--- config.mk ---
export PLATFORM = sky130hd
export DESIGN_NAME = ps2_kbd_rx_flat
export DESIGN_NICKNAME = d
export VERILOG_FILES = /design/src/rtl/ps2_kbd_rx_if.sv /design/src/rtl/ps2_kbd_rx.sv /design/src/flat_wrapper.sv
export SDC_FILE = /design/constraint.sdc
export NUM_CORES = 1
export LEC_CHECK = 0
export CAP_MARGIN = 30
export CELL_PAD_IN_SITES_DETAIL_PLACEMENT = 1
export CELL_PAD_IN_SITES_GLOBAL_PLACEMENT = 1
export CORE_MARGIN = 1
export CORE_UTILIZATION = 54
export CTS_CLUSTER_SIZE = 30
export DETAILED_ROUTE_END_ITERATION = 16
export PLACE_DENSITY = 0.94
export SETUP_SLACK_MARGIN = 0.2
export SYNTH_ARGS = -nofsm -noshare
export SYNTH_HDL_FRONTEND = slang
export SYNTH_SLANG_ARGS = --single-unit
--- constraint.sdc ---
create_clock -name clk -period 4.1 [get_ports clk]
set_clock_uncertainty 0.05 [all_clocks]
set_input_delay 0.615 -clock clk [delete_from_list [all_inputs] [get_ports clk]]
set_output_delay 0.615 -clock clk [all_outputs]
set_load 0.01 [all_outputs]
--- src/rtl/ps2_kbd_rx_if.sv ---
// ps2_kbd_rx_if: valid/ready event port of the PS/2 keyboard receiver.
//   out_valid  head event present (FIFO non-empty)
//   out_ready  consumer accepts the head event this cycle
//   out_data   head event: [9]=ext, [8]=brk, [7:0]=scan code
// master = receiver (producer), slave = consumer.
interface ps2_kbd_rx_if;
  logic       out_valid;
  logic       out_ready;
  logic [9:0] out_data;

  modport master (output out_valid, output out_data, input out_ready);
  modport slave  (input out_valid, input out_data, output out_ready);
endinterface

--- src/rtl/ps2_kbd_rx.sv ---
// ps2_kbd_rx: PS/2 keyboard receiver. Synchronizes the raw PS/2 lines,
// captures 11-bit frames, folds E0/F0 prefixes into one event per key and
// queues the events in a show-ahead FIFO.
//   clk, rst        system clock, async active-high reset
//   ps2_clk/data    raw PS/2 lines (asynchronous)
//   out_if          event port (valid/ready/data)
//   level           FIFO occupancy 0..FIFO_DEPTH
//   overflow        sticky, an event was dropped on a full FIFO
//   frame_err       one-cycle pulse on a bad frame or a timeout
//   err_cnt         saturating count of frame_err pulses
//   brk_cnt         wrapping count of break events pushed (accepted or dropped)
module ps2_kbd_rx #(
  parameter int unsigned FIFO_DEPTH     = 8,
  parameter int unsigned SYNC_STAGES    = 3,
  parameter int unsigned TIMEOUT_CYCLES = 50000
) (
  input  logic                        clk,
  input  logic                        rst,
  input  logic                        ps2_clk,
  input  logic                        ps2_data,
  ps2_kbd_rx_if.master                out_if,
  output logic [$clog2(FIFO_DEPTH):0] level,
  output logic                        overflow,
  output logic                        frame_err,
  output logic [7:0]                  err_cnt,
  output logic [7:0]                  brk_cnt
);

  localparam int unsigned PTR_W = $clog2(FIFO_DEPTH);
  localparam int unsigned LVL_W = PTR_W + 1;
  localparam int unsigned TMR_W = $clog2(TIMEOUT_CYCLES + 1);
  localparam logic [7:0]  EXT_CODE = 8'hE0;
  localparam logic [7:0]  BRK_CODE = 8'hF0;

  logic [SYNC_STAGES-1:0] clk_sync, data_sync;
  logic                   clk_last;
  logic                   strobe_c, bit_c;

  logic [3:0]             bit_cnt;
  logic [9:0]             shift;
  logic [TMR_W-1:0]       timer;
  logic                   frame_good_c, timeout_c;
  logic [7:0]             byte_q;
  logic                   byte_v;
  logic                   ext_pend, brk_pend;

  logic [9:0]             mem [FIFO_DEPTH];
  logic [PTR_W-1:0]       wr_ptr, rd_ptr;
  logic                   push_c, pop_c, full_c, wr_en_c, drop_c;
  logic [9:0]             push_data_c;
  logic [LVL_W-1:0]       level_nxt_c;

  // Line synchronizers, reset to the idle-high line state
  always_ff @(posedge clk or posedge rst) begin
    if (rst) begin
      clk_sync  <= '1;
      data_sync <= '1;
      clk_last  <= 1'b1;
    end else begin
      clk_sync  <= {clk_sync[SYNC_STAGES-2:0], ps2_clk};
      data_sync <= {data_sync[SYNC_STAGES-2:0], ps2_data};
      clk_last  <= clk_sync[SYNC_STAGES-1];
    end
  end

  // Falling-edge strobe and frame checks
  always_comb begin
    strobe_c     = clk_last & ~clk_sync[SYNC_STAGES-1];
    bit_c        = data_sync[SYNC_STAGES-1];
    frame_good_c = ~shift[0] & (^shift[9:1]) & bit_c;
    timeout_c    = (bit_cnt != 4'd0) && (timer == TMR_W'(TIMEOUT_CYCLES)) && !strobe_c;
  end

  // Frame capture, watchdog and error accounting; a strobe beats the timeout
  always_ff @(posedge clk or posedge rst) begin
    if (rst) begin
      bit_cnt   <= 4'd0;
      shift     <= 10'd0;
      timer     <= '0;
      byte_q    <= 8'd0;
      byte_v    <= 1'b0;
      frame_err <= 1'b0;
      err_cnt   <= 8'd0;
    end else begin
      byte_v    <= 1'b0;
      frame_err <= 1'b0;
      if (strobe_c) begin
        timer <= '0;
        if (bit_cnt == 4'd10) begin
          bit_cnt <= 4'd0;
          if (frame_good_c) begin
            byte_v <= 1'b1;
            byte_q <= shift[8:1];
          end else begin
            frame_err <= 1'b1;
          end
        end else begin
          shift[bit_cnt] <= bit_c;
          bit_cnt        <= bit_cnt + 4'd1;
        end
      end else if (timeout_c) begin
        bit_cnt   <= 4'd0;
        timer     <= '0;
        frame_err <= 1'b1;
      end else if (bit_cnt != 4'd0) begin
        timer <= timer + TMR_W'(1);
      end
      if (frame_err && err_cnt != 8'hFF)
        err_cnt <= err_cnt + 8'd1;
    end
  end

  // Prefix flags: accumulate until a non-prefix byte or an error
  always_ff @(posedge clk or posedge rst) begin
    if (rst) begin
      ext_pend <= 1'b0;
      brk_pend <= 1'b0;
    end else if (frame_err) begin
      ext_pend <= 1'b0;
      brk_pend <= 1'b0;
    end else if (byte_v) begin
      if (byte_q == EXT_CODE) begin
        ext_pend <= 1'b1;
      end else if (byte_q == BRK_CODE) begin
        brk_pend <= 1'b1;
      end else begin
        ext_pend <= 1'b0;
        brk_pend <= 1'b0;
      end
    end
  end

  // FIFO control; a push into a full FIFO survives only with a same-cycle pop
  always_comb begin
    push_c      = byte_v && (byte_q != EXT_CODE) && (byte_q != BRK_CODE);
    push_data_c = {ext_pend, brk_pend, byte_q};
    full_c      = (level == LVL_W'(FIFO_DEPTH));
    pop_c       = out_if.out_valid && out_if.out_ready;
    wr_en_c     = push_c && (!full_c || pop_c);
    drop_c      = push_c && full_c && !pop_c;
    level_nxt_c = level + LVL_W'(wr_en_c) - LVL_W'(pop_c);
    out_if.out_data = out_if.out_valid ? mem[rd_ptr] : 10'd0;
  end

  // Event storage (no reset needed, reads are gated by out_valid)
  always_ff @(posedge clk) begin
    if (wr_en_c)
      mem[wr_ptr] <= push_data_c;
  end

  // Pointers, occupancy and status counters
  always_ff @(posedge clk or posedge rst) begin
    if (rst) begin
      wr_ptr           <= '0;
      rd_ptr           <= '0;
      level            <= '0;
      out_if.out_valid <= 1'b0;
      overflow         <= 1'b0;
      brk_cnt          <= 8'd0;
    end else begin
      if (wr_en_c)
        wr_ptr <= wr_ptr + PTR_W'(1);
      if (pop_c)
        rd_ptr <= rd_ptr + PTR_W'(1);
      level            <= level_nxt_c;
      out_if.out_valid <= (level_nxt_c != '0);
      if (drop_c)
        overflow <= 1'b1;
      if (push_c && brk_pend)
        brk_cnt <= brk_cnt + 8'd1;
    end
  end

endmodule

--- src/flat_wrapper.sv ---
// flat-port wrapper written by rule: the top's interface ports become plain ports
module ps2_kbd_rx_flat 
#(
  parameter int unsigned FIFO_DEPTH     = 8,
  parameter int unsigned SYNC_STAGES    = 3,
  parameter int unsigned TIMEOUT_CYCLES = 50000
)
  (clk, rst, ps2_clk, ps2_data, level, overflow, frame_err, err_cnt, brk_cnt, out_if_out_valid, out_if_out_data, out_if_out_ready);
  ps2_kbd_rx_if out_if_i ();
  input  logic clk;
  input  logic rst;
  input  logic ps2_clk;
  input  logic ps2_data;
  output logic [$clog2(FIFO_DEPTH):0] level;
  output logic overflow;
  output logic frame_err;
  output logic [7:0] err_cnt;
  output logic [7:0] brk_cnt;
  output wire logic [$bits(out_if_i.out_valid)-1:0] out_if_out_valid;
  output wire logic [$bits(out_if_i.out_data)-1:0] out_if_out_data;
  input wire logic [$bits(out_if_i.out_ready)-1:0] out_if_out_ready;
  assign out_if_out_valid = out_if_i.out_valid;
  assign out_if_out_data = out_if_i.out_data;
  assign out_if_i.out_ready = out_if_out_ready;
  ps2_kbd_rx #(.FIFO_DEPTH(FIFO_DEPTH), .SYNC_STAGES(SYNC_STAGES), .TIMEOUT_CYCLES(TIMEOUT_CYCLES)) u_core (.clk(clk), .rst(rst), .ps2_clk(ps2_clk), .ps2_data(ps2_data), .out_if(out_if_i), .level(level), .overflow(overflow), .frame_err(frame_err), .err_cnt(err_cnt), .brk_cnt(brk_cnt));
endmodule
==> impl_summary.txt <==
----------------------------------------------------
[Status]
  Outcome ... completed

[Detailed routing]
  Top Layer Used ... met4
  Routed via count ... roughly 4100
  Post-route DRC violation count ... 0
  Post-DR wirelength/cell ... about 23 um
  Final antenna-violating net count ... 0
  Pre-antenna DRT Iters ... 4
  Initial DRC Count ... 292
  Detailed-routed wire length on met2 ... 8700 um
  Met3 WL ... around 700 um
  Via count normalized by instance count ... 5.89
  Length of routed wiring on met1 ... about 6300 um
  Wirelength, routed ... around 16000 um

[Worst setup path]
  Critical path peak fanout ... 22
  Largest stage delay on the critical path ... between 1 and 1.5 ns
  Critical path buffer and inverter count ... 1
  Critical path, cell by cell ... mux4_2, mux2i_1, nor2b_1, clkdlybuf4s50_1
  Worst Setup Path Type ... flop to primary output
  Crit path capture type ... primary output
  Arrival time of data at the critical path endpoint ... about 2.7 ns
  Worst path slowest cell ... dfrtp_1
  Levels on crit path ... 4
  Critical path's top delay family ... flip-flops
  Required time at the endpoint of the critical path ... approximately 3.4 ns
  Type of origin of the critical path ... flop
  Number of cells traversed by the worst register-to-register path ... 9

[Clock network]
  TritonCTS clock tree ... built
  Cell chosen for the clock root ... clkbuf_16
  # resized after CTS ... 0
  Clock input transition at the sequential cells of the worst setup and hold paths ... ~0.06 ns
  Clk sinks ... ~160
  Clock Latency Late Sink ... ~0.43 ns
  Total of hold buffers inserted after clock tree synthesis ... 0
  Clock H-tree levels ... 4
  Number of buffers created by CTS ... 17
  Post-CTS setup buffer count ... 0
  Clock tree buffer depth ... 2

[Timing]
  Setup TNS Final ... 0 ns
  Measured slew at the worst slew-check pin ... about 1.0 ns
  Final Hold Vio Count ... 0
  Total of endpoints with negative setup slack in the final report ... 0
  Worst rel slew slack ... 0.320
  Shortest clock period the worst path allows after layout ... about 3.4 ns
  Peak Freq ... ~300 MHz
  RSZ-0062 raised after global routing ... no
  Slew Limit Fails ... 0
  Tcrit/Tclk final ... 0.817

[Synthesis]
  Main synth FF type ... edfxtp_1
  Synth unique cells ... between 50 and 60
  Sequential cell area fraction in the yosys report ... 0.639
  Synthesized area per cell ... about 15 um^2
  Count of flip-flops with a built-in enable after synthesis ... 80
  Async set-reset flop share out of synthesis ... 0.490
  Count of warnings emitted by yosys ... 0
  Cells after Synth ... around 460
  Flip-flop and latch count after synthesis ... approximately 160
  Number of nets produced by synthesis ... about 480
  Post-Synthesis Cell Area ... approximately 6800 um^2

[Global routing]
  Pin count of the biggest net entering global routing ... 34
  GRT overflow ... 0
  Antenna violations before repair ... 0
  Number of global-route vias before repair ... about 4500
  First-pass GRT wire length ... around 25000 um
  Global Route Usage Sum ... 0.269

[Hold path]
  Worst hold path depth ... 0
  Type of the most critical hold path ... flop to flop

[Finish]
  Design Area, Final ... 7990 um^2
  Signed area change from the synthesized netlist to the final layout ... 17.8%
  Layout Cells excl Fill ... slightly below 700
  Final core utilization ... 0.660
  Number of filler cells placed in the layout ... around 1100
  Final Net Count ... 530
  Most frequent cells in the layout ... edfxtp_1, dfrtp_1, clkdlybuf4s50_1
  Fraction of layout cells with a size suffix above 1 ... 0.194
  Most common library cell in the layout ignoring fill and taps ... edfxtp_1
  Total inserted antenna cells ... 0

[Pwr]
  P_leak ... 3.01 nW
  Max rail drop VDD ... between 300 and 400 uV
  Power density normalized to cell area ... slightly above 600 nW/um^2

[Placed design]
  Post-place instance area ... 7380 um^2
  Placer's final routability congestion estimate ... around 0.80
  Count of placed standard cells including taps ... about 660
  Number of input and output port buffers inserted ... 37
  Detailed Place HPWL ... approximately 10000 um

[Floorplan]
  Number of standard-cell rows in the floorplan ... 40
  Die span in x ... approximately 110 um
  Initial core utilization ... 0.560
  Die outline height ... 114 um
  Area of the core ... about 12000 um^2
  Full die area ... ~13000 um^2
  Num ports ... 38

[Run]
  Number of maximum-capacitance constraint violations ... 0

----------------------------------------------------
[synth_stat cells, types with 2 or more instances]
cell | instances | area (um^2)
a2111oi_0 | 2 | 17.5
a211oi_1 | 2 | 15.0
a21oi_1 | 9 | 45.0
and3_1 | 3 | 18.8
and4_1 | 3 | 26.3
buf_2 | 7 | 35.0
clkbuf_1 | 7 | 26.3
dfrtp_1 | 70 | 1750
dfstp_2 | 7 | 184
edfxtp_1 | 80 | 2400
ha_1 | 11 | 138
inv_1 | 22 | 82.6
mux2_2 | 21 | 236
mux2i_1 | 13 | 130
mux4_2 | 20 | 450
nand2_1 | 24 | 90.1
nand2b_1 | 4 | 25.0
nand3_1 | 18 | 90.1
nand4_1 | 8 | 50.1
nor2_1 | 19 | 71.3
nor2b_1 | 13 | 81.3
nor3_1 | 12 | 60.1
nor4_1 | 6 | 37.5
o211ai_1 | 8 | 60.1
o21ai_0 | 7 | 35.0
or3_1 | 2 | 12.5
or4_1 | 2 | 15.0
xnor2_1 | 21 | 184
xnor3_2 | 2 | 47.6
xor2_1 | 12 | 105
[power breakdown]
group	internal, mW	switching (mW)	leakage [nW]
clock network	0.967	0.652	0.299
registers	1.81	0.296	1.66
logic	0.602	0.545	1.05
[final timing paths]
kind / from / to / slack, ns
max: u_core.rd_ptr[1]$_DFFE_PP0P_ / out_if_out_data[3] / 0.75
min: u_core.clk_sync[1]$_DFF_PP1_ / u_core.clk_sync[2]$_DFF_PP1_ / 0.31
max reg2reg: u_core.byte_q[1]$_DFFE_PP0P_ / u_core.out_if.out_valid$_DFF_PP0_ / 0.82
min reg2reg: u_core.clk_sync[1]$_DFF_PP1_ / u_core.clk_sync[2]$_DFF_PP1_ / 0.31
max in group asynchronous: rst / u_core.data_sync[1]$_DFF_PP1_ / 2.53
min in group asynchronous: rst / u_core.wr_ptr[2]$_DFFE_PP0P_ / 0.62
[through the flow]
stage          setup slack, ns  hold WS, ns  total power [mW]
3_3_place_gp             0.977        0.297              3.13
5_1_grt                  0.665        0.307              5.06
2_1_floorplan             1.47        0.295              2.83
6_report                 0.749        0.306              4.87
3_5_place_dp             0.820        0.298              3.23
4_1_cts                  0.667        0.307              4.91
[sequential cells by signal (all words and copies together) (netlist names), 3 cells and up]
| name | cells |
|---|---|
| u_core.mem | 80 |
| u_core.timer | 16 |
| u_core.shift | 10 |
| u_core.brk_cnt | 8 |
| u_core.byte_q | 8 |
| u_core.err_cnt | 8 |
| u_core.bit_cnt | 4 |
| u_core.level | 4 |
| u_core.clk_sync | 3 |
| u_core.data_sync | 3 |
| u_core.rd_ptr | 3 |
| u_core.wr_ptr | 3 |
[layer usage]
layer,vias up,GRT usage
met4,0,0.119
met5,-,0
met3,35,0.0566
met1,2111,0.314
met2,115,0.481
li1,1826,-
[worst reg2reg max path, cell delays in order (launching register included)]
cell	delay [ns]
dfrtp_1	0.51
nor4bb_1	0.62
a21oi_1	0.34
nand2_1	0.33
inv_1	0.10
ha_1	0.24
a21o_1	0.17
a21oi_1	0.19
xnor2_1	0.11
or4_1	0.49
[logic make-up after synthesis]
group,Yosys count,synth area share
xor+xnor,35,0.0496
mux,55,0.124
buf+inv,38,0.0234
flops,157,0.639
simple gates,123,0.0981
fa+ha+maj,12,0.0232
compound gates,42,0.0428
[layout make-up]
type	count	area, um^2	share of cell area
sequential	157	4340	0.543
multi-input combinational	267	2300	0.287
timing repair buffer	48	453	0.0567
clock buffer	17	425	0.0532
tap	168	210	0.0263
clock inverter	15	186	0.0233
inverter	22	82.6	0.0103
Note: power is estimated with default switching activity, not from simulation.
